===== src/rtl/cannon_pkg.sv =====
// Shared definitions for the Cannon array: element width, step FSM states and
// the sub-block packing offset used by both the distributor/shifter and the MAC.
package cannon_pkg;

    localparam int DW = 32;

    typedef enum logic [1:0] {
        IDLE = 2'd0,
        MAC  = 2'd1,
        DONE = 2'd2
    } state_e;

    // Bit offset of element [r][c] in a row-major packed sub-block.
    function automatic int idx(input int r, input int c, input int blk);
        return (r * blk + c) * DW;
    endfunction

endpackage


===== src/rtl/pe_mac_unit.sv =====
// Combinational multiply-add, acc + a*b wrapped to DW bits.
module pe_mac_unit import cannon_pkg::*; #(
    parameter int DW = cannon_pkg::DW
) (
    input  logic [DW-1:0] acc,
    input  logic [DW-1:0] a,
    input  logic [DW-1:0] b,
    output logic [DW-1:0] sum
);

    logic [DW-1:0] prod;

    // Low DW bits are identical for signed and unsigned operands.
    assign prod = a * b;
    assign sum  = acc + prod;

endmodule


===== src/rtl/cannon_block_mac.sv =====
// Per-processor Cannon compute stage: accumulates A*B into a local C sub-block
// using one multiply-add per cycle, BLK^3 cycles per step.
//
//   state | meaning
//   ------+-----------------------------------------------------------
//   IDLE  | waiting for start; C is final and stable
//   MAC   | one C[i][j] += A[i][k]*B[k][j] per edge, k fastest, i slowest
//   DONE  | done pulse for one cycle, then back to IDLE
module cannon_block_mac import cannon_pkg::*; #(
    parameter int BLK = 2,
    parameter int DW  = cannon_pkg::DW
) (
    input  logic                  clk,
    input  logic                  rst_n,
    input  logic                  start,
    input  logic                  clear_acc,
    input  logic [BLK*BLK*DW-1:0] a_blk,
    input  logic [BLK*BLK*DW-1:0] b_blk,
    output logic [BLK*BLK*DW-1:0] c_blk,
    output logic                  busy,
    output logic                  done
);

    localparam int NW = BLK * BLK * DW;
    localparam int CW = (BLK > 1) ? $clog2(BLK) : 1;
    localparam logic [CW-1:0] LAST = CW'(BLK - 1);

    state_e        state_q, state_d;
    logic [CW-1:0] i_q, i_d;
    logic [CW-1:0] j_q, j_d;
    logic [CW-1:0] k_q, k_d;
    logic [NW-1:0] a_q, a_d;
    logic [NW-1:0] b_q, b_d;
    logic [NW-1:0] c_q, c_d;

    logic [DW-1:0] acc_el, a_el, b_el, sum_el;

    function automatic int off(input int r, input int c);
        return (r * BLK + c) * DW;
    endfunction

    assign acc_el = c_q[off(int'(i_q), int'(j_q)) +: DW];
    assign a_el   = a_q[off(int'(i_q), int'(k_q)) +: DW];
    assign b_el   = b_q[off(int'(k_q), int'(j_q)) +: DW];

    pe_mac_unit #(.DW(DW)) u_mac (
        .acc (acc_el),
        .a   (a_el),
        .b   (b_el),
        .sum (sum_el)
    );

    always_comb begin
        state_d = state_q;
        i_d     = i_q;
        j_d     = j_q;
        k_d     = k_q;
        a_d     = a_q;
        b_d     = b_q;
        c_d     = c_q;
        unique case (state_q)
            IDLE: begin
                if (start) begin
                    // Operands are latched so upstream can shift right away.
                    a_d     = a_blk;
                    b_d     = b_blk;
                    if (clear_acc) c_d = '0;
                    i_d     = '0;
                    j_d     = '0;
                    k_d     = '0;
                    state_d = MAC;
                end
            end
            MAC: begin
                c_d[off(int'(i_q), int'(j_q)) +: DW] = sum_el;
                if (k_q != LAST) begin
                    k_d = k_q + 1'b1;
                end else begin
                    k_d = '0;
                    if (j_q != LAST) begin
                        j_d = j_q + 1'b1;
                    end else begin
                        j_d = '0;
                        if (i_q != LAST) begin
                            i_d = i_q + 1'b1;
                        end else begin
                            i_d     = '0;
                            state_d = DONE;
                        end
                    end
                end
            end
            DONE: begin
                state_d = IDLE;
            end
            default: begin
                state_d = IDLE;
            end
        endcase
    end

    always_ff @(posedge clk) begin
        if (!rst_n) begin
            state_q <= IDLE;
            i_q     <= '0;
            j_q     <= '0;
            k_q     <= '0;
            a_q     <= '0;
            b_q     <= '0;
            c_q     <= '0;
        end else begin
            state_q <= state_d;
            i_q     <= i_d;
            j_q     <= j_d;
            k_q     <= k_d;
            a_q     <= a_d;
            b_q     <= b_d;
            c_q     <= c_d;
        end
    end

    assign c_blk = c_q;
    assign busy  = (state_q != IDLE);
    assign done  = (state_q == DONE);

endmodule


===== config.mk =====
export PLATFORM = sky130hd
export DESIGN_NAME = cannon_block_mac
export DESIGN_NICKNAME = d
export VERILOG_FILES = /design/src/rtl/cannon_pkg.sv /design/src/rtl/pe_mac_unit.sv /design/src/rtl/cannon_block_mac.sv
export SDC_FILE = /design/constraint.sdc
export NUM_CORES = 2
export LEC_CHECK = 0
export CORE_UTILIZATION = 59
export CTS_BUF_LIST = sky130_fd_sc_hd__clkbuf_8
export CTS_CLUSTER_DIAMETER = 100
export DETAILED_ROUTE_END_ITERATION = 16
export PLACE_DENSITY_LB_ADDON = 0.12
export SLEW_MARGIN = 20
export SYNTH_ARGS = -nofsm -noshare
export SYNTH_HDL_FRONTEND = slang
export SYNTH_SLANG_ARGS = --single-unit

===== constraint.sdc =====
create_clock -name clk -period 11.8 [get_ports clk]
set_input_delay 1.77 -clock clk [delete_from_list [all_inputs] [get_ports clk]]
set_output_delay 1.77 -clock clk [all_outputs]
set_load 0.02 [all_outputs]

==> flow_summary.toml <==
[run_status]
status = "finished clean"

[placed_design]
place_area_um2 = 38300
port-buffer-count = 389
hpwl_mm = 79.7
finalWeightedCongestion = 0.931

[drt]
vias = 27837
vias_per_cell = 5.70
drc = 0
wl_per_cell_um = 21.5
antenna_left = 0
routed_wl_mm = 105
drt_iter0_markers = 2378
dr.pass1.iters = 6

[pwr]
combPwrFrac_pct = 53.0
p_leak_nw = 16.5
netSwitchingFraction_pct = 44.8
intPower_mw = 3.19
power_frac_clock_pct = 21.6
powerDensity_nw_per_um2 = 146
p_seq_share_pct = 25.4
fin_total_pwr_mw = 5.78
irDropWorstVdd_mv = 0.157
power.switching_mw = 2.58

[finish]
area_growth_pct = 17.1
finish.instance_area_um2 = 39700
n_fill_cell = 4545
drive_above_1_share_pct = 7.64
nets = 4900

[clocking]
tritoncts = "done"
cts_max_path_buffers = 3
post_cts_buffers = 0
cts-root-buf = "clkbuf_8"
post_cts_resized = 0
htreeDepth = 3
cts-buffers-inserted = 69
clkSinkCount = 389
cts.clk_slew.worst_paths_ns = 0.07
holdBufCountCts = 0
insertion_delay_ns = 0.68

[die]
core_area_um2 = 56600
placementRows = 87
start_util_pct = 59.9
design.die.area_um2 = 58400
die_width_um = 242
die_h_um = 242
io_pins = 390

[timing]
rsz0062_at_grt = "false"
fin_crit_sh_pct = 79.5
holdWs_ns = 0.464
finalHoldViolCount = 0
tightestPinTransition_ns = 1.12
fmax_mhz = 107
layout_min_cycle_time_ns = 9.38
setup_viol = 0
finalClockSkew_ns = 0.0443
slew_violations = 0
tns_ns = 0
slew_headroom_pct = 25.5

[run]
drv_cap = 0

[synthesis]
yosys_warnings = 0
ys.flop_type = "dfxtp_1"
synthMostInstantiatedCell = "nand2_1"
synth_cell_type_count = 62
syn-cell-area_um2 = 33900
synth-seq-cells = 389
synthesis.nets = 4604
synth_edf_count = 0
seq_area_frac_synth_pct = 23.0
synthTopCellsByCount = "794 x nand2_1, 535 x inv_1, 438 x fa_1, 389 x dfxtp_1, 288 x nor2_1"
synthTopCellsByArea = "fa_1 26%, dfxtp_1 23%, nand2_1 8.8%"
synth_top_cell_by_area = "fa_1"
async_reset_ff_share_pct = 0
syn_area_per_cell_um2 = 8.97
syn_inst = 3778
netlist.area_leader.share_pct = 25.9

[worst_setup_path]
crit_slowest_cell = "buf_4"
path_buf_inv = 9
worstPathArrival_ns = 9.92
critPathRequiredTime_ns = 12.34
worst_path_most_repeated_cell = "fa_1"
cpLargestDelayFamily = "adder cells"
end_kind = "register"
crit_fanout = 49
slowest_delay_ns = 0.70
start_kind = "register"
critPathKind = "register to register"

[global_route]
grt_overflow = 0
antenna_found_initial = 11
grt_first_pass_wirelength_mm = 161
grt_max_degree = 157
grtUsageTotal_pct = 36.1
grt_pass1_vias = 27888

[worst_hold_path]
hold_class = "register to register"
-- logic make-up after synthesis --
kind of cell / Yosys count / share of synthesized area [%]
mux: 183 / 8.94
flops: 389 / 23.0
fa+ha+maj: 566 / 30.6
simple gates: 1299 / 15.9
xor+xnor: 86 / 2.35
buf+inv: 752 / 8.70
compound gates: 503 / 10.5
-- registers in the layout, summed over array words and instances, names as in the netlist --
name,count
a_q,128
b_q,128
c_blk,128
state_q,2
i_q,1
j_q,1
k_q,1
-- routing by layer --
metal,vias up,track usage [%],wire (µm)
li1,12483,-,-
met1,13639,46.3,40200
met2,1385,56.6,48800
met3,322,9.01,10300
met4,8,19.0,5750
met5,-,0,54
-- power groups by stage --
stage,sequential (mW),clock (mW),combinational [mW]
after global placement,1.49,0,2.96
after global routing,1.47,1.32,3.36
after floorplan,1.50,0,1.96
after detailed placement,1.49,0,3.02
final,1.47,1.25,3.06
after CTS,1.46,1.26,3.04
-- through the flow --
stage	instances	util, %	setup WS [ns]
floorplan	3778	-	2.80
global placement	4759	67.6	2.72
detailed placement	4759	67.6	2.47
CTS	4879	70.0	2.43
global route	4885	70.1	1.88
finish	4885	70.1	2.42
-- final cells by class --
| cell class | instances | area (µm²) | share of cell area (%) |
|---|---|---|---|
| Clock inverter | 38 | 226 | 0.571 |
| Clock buffer | 82 | 1130 | 2.85 |
| Tap cell | 756 | 946 | 2.38 |
| Inverter | 535 | 2010 | 5.06 |
| Antenna cell | 6 | 15.0 | 0.0379 |
| Multi-Input combinational cell | 2637 | 23200 | 58.6 |
| Timing Repair Buffer | 442 | 4310 | 10.9 |
| Sequential cell | 389 | 7800 | 19.7 |
-- worst min-delay path, cell delays in order, from the launching register on --
cell and delay, ns:
dfxtp_1 0.30, nand2_1 0.05, a21boi_0 0.06
-- placed cells by master, fill, tap and decap left out, types with 90 or more instances in the layout --
cell type          n
nand2_1          793
inv_1            558
fa_1             438
clkdlybuf4s50_1  388
dfxtp_1          386
nor2_1           286
a21boi_0         256
ha_1             128
nor2b_1          105
mux4_2            90
a22oi_1           90
-- worst paths after layout --
check / startpoint / endpoint / cells past startpoint / slack [ns]
worst max-delay path: j_q / c_blk[31] / 31 / 2.42
worst min-delay path: b_q[62] / b_q[62] / 2 / 0.46
worst max register to register: j_q / c_blk[31] / 31 / 2.42
worst min register to register: b_q[62] / b_q[62] / 2 / 0.46
No activity file was read; power rests on OpenSTA's default activity.
